**config.mk**
```make
export PLATFORM = sky130hd
export DESIGN_NAME = uart_baud_gen
export DESIGN_NICKNAME = d
export VERILOG_FILES = /design/src/rtl/uart_baud_gen.sv
export SDC_FILE = /design/constraint.sdc
export NUM_CORES = 1
export LEC_CHECK = 0
export BUFFER_PORTS_ARGS = -buffer_cell sky130_fd_sc_hd__buf_4
export CAP_MARGIN = 10
export CORE_MARGIN = 2
export CORE_UTILIZATION = 65
export CTS_CLUSTER_SIZE = 14
export DETAILED_ROUTE_END_ITERATION = 8
export PLACE_DENSITY = 0.85
export SKIP_LAST_GASP = 1
export SLEW_MARGIN = 25
export SYNTH_ARGS = -nofsm -noshare
export SYNTH_HDL_FRONTEND = slang
export SYNTH_SLANG_ARGS = --single-unit
```
**constraint.sdc**
```tcl
create_clock -name CLK -period 14.75 [get_ports CLK]
set_input_delay 2.95 -clock CLK [delete_from_list [all_inputs] [get_ports CLK]]
set_output_delay 2.95 -clock CLK [all_outputs]
set_load 0.01 [all_outputs]
```
**src/rtl/uart_baud_gen.sv**
```systemverilog
// Fractional baud-rate generator for the UART TX/RX engines.
// An integer+fraction divisor sets the os_tick period; every OVS-th os_tick
// is also a bit_tick, and div_clk is a 50% square wave at the bit rate.
// Divisor writes are staged in a pending register and take effect on a
// period boundary so a running frame never sees a torn period.
module uart_baud_gen #(
   parameter int CNT_W  = 16,
   parameter int FRAC_W = 4,
   parameter int OVS    = 16
) (
   input  logic              HRESET,
   input  logic              CLK,
   input  logic              enable,
   input  logic [CNT_W-1:0]  div_int,
   input  logic [FRAC_W-1:0] div_frac,
   input  logic              div_load,
   input  logic              restart,
   output logic              os_tick,
   output logic              bit_tick,
   output logic              div_clk,
   output logic              cfg_err
);

   // OVS is expected to be even and within 4..16.
   localparam int OS_W = (OVS > 1) ? $clog2(OVS) : 1;

   localparam logic [CNT_W-1:0] DIV_MIN  = CNT_W'(2);
   localparam logic [CNT_W:0]   CNT_ONE  = (CNT_W+1)'(1);
   localparam logic [OS_W-1:0]  OS_LAST  = OS_W'(OVS - 1);
   localparam logic [OS_W-1:0]  OS_HALF  = OS_W'(OVS / 2);
   localparam logic [OS_W-1:0]  OS_ONE   = OS_W'(1);

   // Divisor registers
   logic [CNT_W-1:0]  act_int;
   logic [FRAC_W-1:0] act_frac;
   logic [CNT_W-1:0]  pend_int;
   logic [FRAC_W-1:0] pend_frac;
   logic              pend_valid;

   // Timing state; the cycle counter is one bit wider so D+carry always fits
   logic [CNT_W:0]    cnt;
   logic [FRAC_W-1:0] acc;
   logic              carry;
   logic [OS_W-1:0]   os_cnt;

   // Derived combinational values
   logic [CNT_W-1:0]  d_eff;
   logic [CNT_W:0]    last_cnt;
   logic              wrap;
   logic              apply;
   logic [FRAC_W:0]   acc_sum;
   logic              os_last;
   logic [OS_W-1:0]   os_next;
   logic              div_clk_next;

   // Effective divisor, period end detection and next-value arithmetic
   always_comb begin
      d_eff        = (act_int < DIV_MIN) ? DIV_MIN : act_int;
      // Last count of the period is D-1+carry, i.e. D when a carry stretches it.
      last_cnt     = {1'b0, d_eff} - {{CNT_W{1'b0}}, ~carry};
      // '>=' rather than '==' so a divisor shrunk while frozen cannot strand
      // the counter above the new terminal count.
      wrap         = enable && (cnt >= last_cnt);
      apply        = pend_valid && (restart || !enable || wrap);
      acc_sum      = {1'b0, acc} + {1'b0, act_frac};
      os_last      = (os_cnt == OS_LAST);
      os_next      = os_last ? '0 : (os_cnt + OS_ONE);
      div_clk_next = (os_next < OS_HALF);
   end

   // Pending/active divisor double buffer; a load coinciding with restart
   // goes straight to active since restart applies pending immediately.
   always_ff @(posedge CLK or negedge HRESET) begin
      if (!HRESET) begin
         act_int    <= DIV_MIN;
         act_frac   <= '0;
         pend_int   <= DIV_MIN;
         pend_frac  <= '0;
         pend_valid <= 1'b0;
      end else if (restart && div_load) begin
         act_int    <= div_int;
         act_frac   <= div_frac;
         pend_int   <= div_int;
         pend_frac  <= div_frac;
         pend_valid <= 1'b0;
      end else begin
         if (apply) begin
            act_int    <= pend_int;
            act_frac   <= pend_frac;
            pend_valid <= 1'b0;
         end
         if (div_load) begin
            pend_int   <= div_int;
            pend_frac  <= div_frac;
            pend_valid <= 1'b1;
         end
      end
   end

   // Sticky configuration error tracks the most recent load only
   always_ff @(posedge CLK or negedge HRESET) begin
      if (!HRESET) begin
         cfg_err <= 1'b0;
      end else if (div_load) begin
         cfg_err <= (div_int < DIV_MIN);
      end
   end

   // Cycle counter, fraction accumulator and oversample counter
   always_ff @(posedge CLK or negedge HRESET) begin
      if (!HRESET) begin
         cnt    <= '0;
         acc    <= '0;
         carry  <= 1'b0;
         os_cnt <= '0;
      end else if (restart) begin
         cnt    <= '0;
         acc    <= '0;
         carry  <= 1'b0;
         os_cnt <= '0;
      end else if (wrap) begin
         cnt            <= '0;
         {carry, acc}   <= acc_sum;
         os_cnt         <= os_next;
      end else if (enable) begin
         cnt <= cnt + CNT_ONE;
      end
   end

   // Registered strobes and bit-rate square wave
   always_ff @(posedge CLK or negedge HRESET) begin
      if (!HRESET) begin
         os_tick  <= 1'b0;
         bit_tick <= 1'b0;
         div_clk  <= 1'b0;
      end else if (restart) begin
         os_tick  <= 1'b0;
         bit_tick <= 1'b0;
         div_clk  <= 1'b1;
      end else begin
         os_tick  <= wrap;
         bit_tick <= wrap && os_last;
         if (wrap) begin
            div_clk <= div_clk_next;
         end
      end
   end

endmodule

```
==> summary.txt, run 1 <==
Outcome - complete, no violations
Worst Path Max Fanout - 20
Max VDD drop - 0.07620 mV
CP arrival - 5.51 ns
Delay-heaviest family, CP - simple AND/OR/NAND/NOR gates
Largest net degree at the start of global routing - 72
Initial antenna violation count - 0
Dpl hpwl - 5892 um
Hold Crit Class - reg2reg
Leakage power - 2.156 nW
Ys async rst share - 100.0%
Worst-path clk slew - 0.08 ns
Fin crit share - 35.95%
Num rows - 28
Adder-cell share of the synthesized area - 8.251%
Starting Density - 67.73%
P&R area growth vs syn - 11.79%
Crit Path Class - reg2reg
CP cell instances - or4_4, or3_4, nor4_4, nand2b_1, ha_1, ha_1, nand2_1, or2_2, nor3_1, xnor2_1, ha_1, a21o_1, a21oi_1, o221ai_1, o41ai_4, buf_4, mux2i_1, a21oi_1
Main combinational cell family by area after synthesis - simple AND/OR/NAND/NOR gates
Final Hold Fails - 0
Post-synth top area share - 42.80%
Core area - 0.005956 mm^2
Die width - 82.78 um
Longest Clk Path Bufs - 2
Final min period - 5.303 ns
Compound-Gate Fraction of Synth Area - 12.93%
WHS - 0.4866 ns
Root buf cell - clkbuf_8
Vias/cell - 6.228
Final setup viols - 0
CP required - 14.96 ns
Layout cell share with drive strength beyond 1 - 19.46%
Pwr dens - 104.1 mW/mm^2
CTS resizes - 0
N_diodes - 0
XOR/XNOR share of the synthesized area - 4.342%
Simple-gate share of the synthesized area - 15.45%
R2R Setup Slk - 9.45 ns
Layout filler cell count - 428
RePlAce Congestion - 0.8380
Ports - 29
CP startpoint kind - register
CTS tree - built
Vias in the first global route - 2952
Synth top area cells - dfrtp_1, ha_1, mux2i_1
Mean post-synth cell area - 10.62 um^2
Final Power - 0.4696 mW
Setup_tns - 0 ns
Die area - 0.006852 mm^2
Sequential area share after synthesis - 44.11%
Remaining routing DRC violations - 0
Worst setup EP type - register
Max-slew violations - 0
IO buf count - 28
Final std cells w/o fill - 486
Yosys top cell by area - dfrtp_1
CTS Buf Count - 9
Synth unique cells - 49
Relative slew margins - 42.58%
Worst path buffer plus inverter count - 1
Hold buffer count at cts - 0
RSZ-0062 raised after global routing - false
Overflow after GRT - 0
Slowest CP cell - or4_4
Later-pin clock latency in the skew report - 0.35 ns
Inst Count DP - 470
Final clock skew - 0.008871 ns
Most frequent CP cell - ha_1
Commonest non-fill, non-tap cell in the layout - dfrtp_1
Multiplexer area fraction after synthesis - 12.28%
Max Cap Viol - 0
Total wire length - 8324 um
Worst-margin pin slew - 0.8613 ns
DR vias - 3027
# clock sinks - 71
Post-synth top flop - dfrtp_1
Commonest cells after routing, fill and taps aside - dfrtp_1, nor2_1, a21oi_1, buf_4, mux2i_1
First-pass GRT wire length - 13700 um
All-Layer GR Usage - 26.76%
Warnings from Yosys - 0
Fmax - 188.6 MHz
Nets - 457
DRT antenna net count - 0
Synth Instances - 380
Slowest stage delay, CP - 0.54 ns
Yosys reg bits - 71
Drt pass-1 iters - 4
Syn Nets - 431
Post-synth EDFFs - 0
Post-Syn Area - 0.004034 mm^2
Iteration-0 DRC Markers - 106
Die H - 82.78 um
H-tree depth - 3
Post-CTS Setup Inserts - 0
Routed len/inst - 17.13 um
-- layout make-up --
class	instances	area [um^2]	share of cell area, %
Timing Repair Buffer	30	225.2	4.994
Clock buffer	10	127.6	2.830
Clock inverter	6	92.59	2.053
Sequential cell	71	1779	39.46
Multi-Input combinational cell	285	2157	47.84
Inverter	9	33.78	0.7492
Tap cell	75	93.84	2.081
-- final timing paths --
kind                                to  cells past startpoint  startpoint
setup / recovery           act_frac[3]                     18  act_int[6]
hold / removal                 div_clk                      1     div_clk
setup reg to reg           act_frac[3]                     18  act_int[6]
hold reg to reg                div_clk                      1     div_clk
max in group asynchronous   act_int[0]                      1      HRESET
min in group asynchronous      cnt[12]                      1      HRESET
-- logic make-up after synthesis --
group / after synthesis
compound gates: 78
fa+ha+maj: 26
mux: 47
xor+xnor: 20
simple gates: 114
buf+inv: 24
flops: 71
-- Yosys cell counts (2+ instances only) --
| master | n |
|---|---|
| dfrtp_1 | 69 |
| nor2_1 | 42 |
| a21oi_1 | 35 |
| mux2i_1 | 27 |
| ha_1 | 25 |
| mux2_2 | 20 |
| clkbuf_1 | 12 |
| nand2_1 | 12 |
| xnor2_1 | 11 |
| a21o_1 | 10 |
| o21ai_0 | 10 |
| inv_1 | 9 |
| nand3_1 | 9 |
| xor2_1 | 9 |
| a31oi_1 | 7 |
| nor3_1 | 7 |
| nand4_1 | 6 |
| or3_1 | 6 |
| and3_1 | 5 |
| and4_1 | 5 |
| nand2b_1 | 5 |
| nor4_1 | 4 |
| nor3b_1 | 3 |
| a211oi_1 | 2 |
| a41oi_1 | 2 |
| buf_6 | 2 |
| dfstp_2 | 2 |
| or2_2 | 2 |
| or3_4 | 2 |
-- state kept, by name, summed over array words and instances (netlist names) --
register,flops
act_int,16
carry,1
pend_frac,4
os_cnt,4
cnt,17
pend_valid,1
os_tick,1
div_clk,1
bit_tick,1
pend_int,16
acc,4
cfg_err,1
act_frac,4
-- stage by stage --
stage | worst slack, ns | instance area [um^2] | util [%]
floorplan | 10.07 | 4034 | -
global placement | 9.566 | 4280 | 71.87
detailed placement | 9.376 | 4280 | 71.87
CTS | 9.379 | 4501 | 75.57
global route | 9.228 | 4509 | 75.71
finish | 9.447 | 4509 | 75.71
-- power by group --
group | total (mW) | leakage (nW) | switching, mW | internal (mW)
combinational | 0.0693 | 1.17 | 0.0363 | 0.0330
sequential | 0.228 | 0.881 | 0.0170 | 0.211
clock | 0.172 | 0.103 | 0.0764 | 0.0961
-- layer usage --
metal / vias to the layer above / share of wire, % / global-route usage (%) / routed length, um
li1: 1444 / - / - / -
met1: 1483 / 44 / 33.86 / 3679
met2: 85 / 49 / 44.84 / 4093
met3: 15 / 4.8 / 6.602 / 399
met4: 0 / 1.8 / 9.508 / 151
met5: - / 0 / 0 / 0
Note: power is estimated with default switching activity, not from simulation.
==> inputs of run 2 (changes only) <==
- ABC_AREA: not set -> 1
- CORE_UTILIZATION: 65 -> 61
- PLACE_DENSITY: 0.85 -> 0.8
- clock period: 14.75 -> 5.4 ns (I/O delays scaled with it)
==> summary.txt, run 2 <==
Synth unique cells - 32 (-35%)
Relative slew margins - 39.37% (-3.2 points)
P&R area growth vs syn - 11.01%
H-tree depth - 3 (unchanged)
Final Hold Fails - 0 (unchanged)
Remaining routing DRC violations - 0 (unchanged)
Hold buffer count at cts - 0 (unchanged)
Util after Layout - 69.67% (-6.0 points)
CP startpoint kind - register
Sequential area share after synthesis - 41.96% (-2.1 points)
Starting Density - 62.76% (-5.0 points)
Longest Clk Path Bufs - 2 (unchanged)
Crit Path Class - reg2reg
Regs by FF count - cnt: 17 flops, act_int: 16 flops, pend_int: 16 flops
Overflow after GRT - 0 (unchanged)
Core area - 0.006756 mm^2 (+13%)
Most instantiated cells after synthesis - nand2_1, dfrtp_1, inv_1
Outcome - complete, no violations
Slowest stage delay, CP - 0.48 ns (-0.06 ns)
Most frequent cell after synthesis - nand2_1
CTS tree - built
# clock sinks - 71 (unchanged)
Setup_tns - 0 ns (unchanged)
CTS Buf Count - 9 (unchanged)
Worst setup EP type - register
CP required - 5.63 ns (-9.33 ns)
Die H - 87.38 um (+5.6%)
Leakage power - 2.356 nW (+9.3%)
Final setup viols - 0 (unchanged)
Post-synth EDFFs - 0 (unchanged)
Synth top area cells - dfrtp_1, nand2_1, ha_1
DRT antenna net count - 0 (unchanged)
CTS resizes - 0 (unchanged)
Worst-margin pin slew - 0.9072 ns (+0.04595 ns)
Max Cap Viol - 0 (unchanged)
Fmax - 235.2 MHz (+25%)
Drt pass-1 iters - 4 (unchanged)
Initial antenna violation count - 0 (unchanged)
Vias/cell - 5.486 (-12%)
Iteration-0 DRC Markers - 117 (+10%)
Slowest CP cell - dfrtp_1
Layout cell share with drive strength beyond 1 - 12.09% (-7.4 points)
Ports - 29 (unchanged)
All-Layer GR Usage - 25.24% (-1.5 points)
Post-CTS Setup Inserts - 0 (unchanged)
Final clock skew - 0.009726 ns (+0.0008552 ns)
Syn Nets - 602 (+40%)
Die width - 87.38 um (+5.6%)
Final min period - 4.252 ns (-1.050 ns)
IO buf count - 28 (unchanged)
DR vias - 3615 (+19%)
Warnings from Yosys - 0 (unchanged)
Mean post-synth cell area - 7.696 um^2 (-28%)
RSZ-0062 raised after global routing - false
Later-pin clock latency in the skew report - 0.35 ns (about the same)
Worst path buffer plus inverter count - 0 (-1)
Num rows - 30 (+7.1%)
Vias in the first global route - 3401 (+15%)
RePlAce Congestion - 0.8721 (+4.1%)
Pwr dens - 297.6 mW/mm^2 (+190%)
N_diodes - 0 (unchanged)
Dpl hpwl - 6423 um (+9.0%)
Yosys top cell by area - dfrtp_1
Die area - 0.007634 mm^2 (+11%)
Synth Instances - 551 (+45%)
Ys async rst share - 100.0% (unchanged)
Max-slew violations - 0 (unchanged)
CP cell instances - nor2_1, nand2_1, nor2_1, nand4_1, nand2_1, ha_1, ha_1, nand3_2, nor3_4, nand2_2, nor3_2, xor2_1, ha_1, a21oi_1, o21ai_1, nor2_2, nand3_2, nand2_2, nand2_1, nand2_1, nand2_1
Final Power - 1.401 mW (+200%)
First-pass GRT wire length - 15130 um (+10%)
Most flops, register - cnt
Fin crit share - 78.74% (+43 points)
Largest net degree at the start of global routing - 72 (unchanged)
Root buf cell - clkbuf_8
Commonest non-fill, non-tap cell in the layout - nand2_1
Routed len/inst - 13.39 um (-22%)
Commonest cells after routing, fill and taps aside - nand2_1, dfrtp_1, inv_1, nor2_1, nand3_1
Nets - 625 (+37%)
Worst-path clk slew - 0.08 ns (about the same)
Post-Syn Area - 0.004240 mm^2 (+5.1%)
Most frequent CP cell - nand2_1
Max VDD drop - 0.1766 mV (+130%)
CP arrival - 4.49 ns (-1.02 ns)
Largest register FFs - 17 (unchanged)
Yosys reg bits - 71 (unchanged)
Post-synth top flop - dfrtp_1
Delay-heaviest family, CP - simple AND/OR/NAND/NOR gates
Post-synth top area share - 40.72% (-2.1 points)
Worst Path Max Fanout - 22 (+10%)
Total wire length - 8827 um (+6.0%)
Hold Crit Class - reg2reg
## run 2: cell types whose count changed after synthesis, sizes merged, moves of 7 or more
cell	change
nand2	+133
inv	+59
nand3	+33
o21ai	+33
mux2i	-27
mux2	-20
nor2	+16
a21oi	-15
xor2	+11
a21o	-10
or3	-8
a31oi	-7
nand4	+7
o22ai	+7
## run 2: final cells by class
| class | instances | area [um^2] |
|---|---|---|
| multi-input cells | 395 | 2127 |
| clock inverters | 7 | 101.3 |
| clock buffers | 9 | 123.9 |
| fillers | 549 | 2049 |
| flip-flops and latches | 71 | 1779 |
| inverters | 68 | 257.7 |
| well taps | 80 | 100.1 |
| repair buffers | 29 | 217.7 |
## run 2: report_power, final
part	total [mW]	internal [mW]	switching, mW
combinational	0.286	0.110	0.175
sequential	0.631	0.581	0.0494
clock	0.485	0.265	0.220
total	1.40	0.956	0.445
## run 2: kinds of logic (layout without fill, tap and decap cells)
family                     after synthesis  count (layout)  share of synthesized area, %
buffers and inverters                   85             113                         7.878
AOI/OAI and AO/OA                       72              72                         8.823
DFF                                     71              71                         41.96
xor gates and xnor gates                27              27                         5.577
adders and majority gates               26              26                         7.849
and+or+nand+nor                        270             270                         27.91
## run 2: through the flow
step | setup slack [ns] | cell area [um^2] | hold WS (ns) | instances
floorplan | 2.311 | 4240 | 0.4534 | 551
detailed placement | 1.176 | 4482 | 0.4750 | 643
global route | 0.6308 | 4707 | 0.5181 | 659
global placement | 1.304 | 4482 | 0.4669 | 643
finish | 1.148 | 4707 | 0.4908 | 659
CTS | 1.126 | 4707 | 0.4954 | 659
## run 2: tightest hold or removal path: stages, from the launching register on
cell     delay (ns)
dfrtp_1        0.35
nand2_1        0.05
o21ai_0        0.06
## run 2: path summary, 6_finish.rpt
| path | startpoint | end | slack [ns] | depth (start not counted) |
|---|---|---|---|---|
| setup / recovery | act_int[9] | act_int[12] | 1.15 | 21 |
| hold / removal | pend_int[5] | pend_int[5] | 0.49 | 2 |
| setup reg to reg | act_int[9] | act_int[12] | 1.15 | 21 |
| hold reg to reg | pend_int[5] | pend_int[5] | 0.49 | 2 |
| max in group asynchronous | HRESET | pend_int[12] | 3.97 | 1 |
| min in group asynchronous | HRESET | cnt[3] | 0.84 | 1 |
## run 2: layer usage
| metal | track usage (%) | vias to the layer above | wire [um] | share of wire (%) |
|---|---|---|---|---|
| li1 | - | 1823 | - | - |
| met5 | 0 | - | 0 | 0 |
| met2 | 41.53 | 89 | 4257 | 48 |
| met4 | 10.91 | 0 | 227 | 2.6 |
| met3 | 3.791 | 22 | 372 | 4.2 |
| met1 | 33.07 | 1681 | 3970 | 45 |
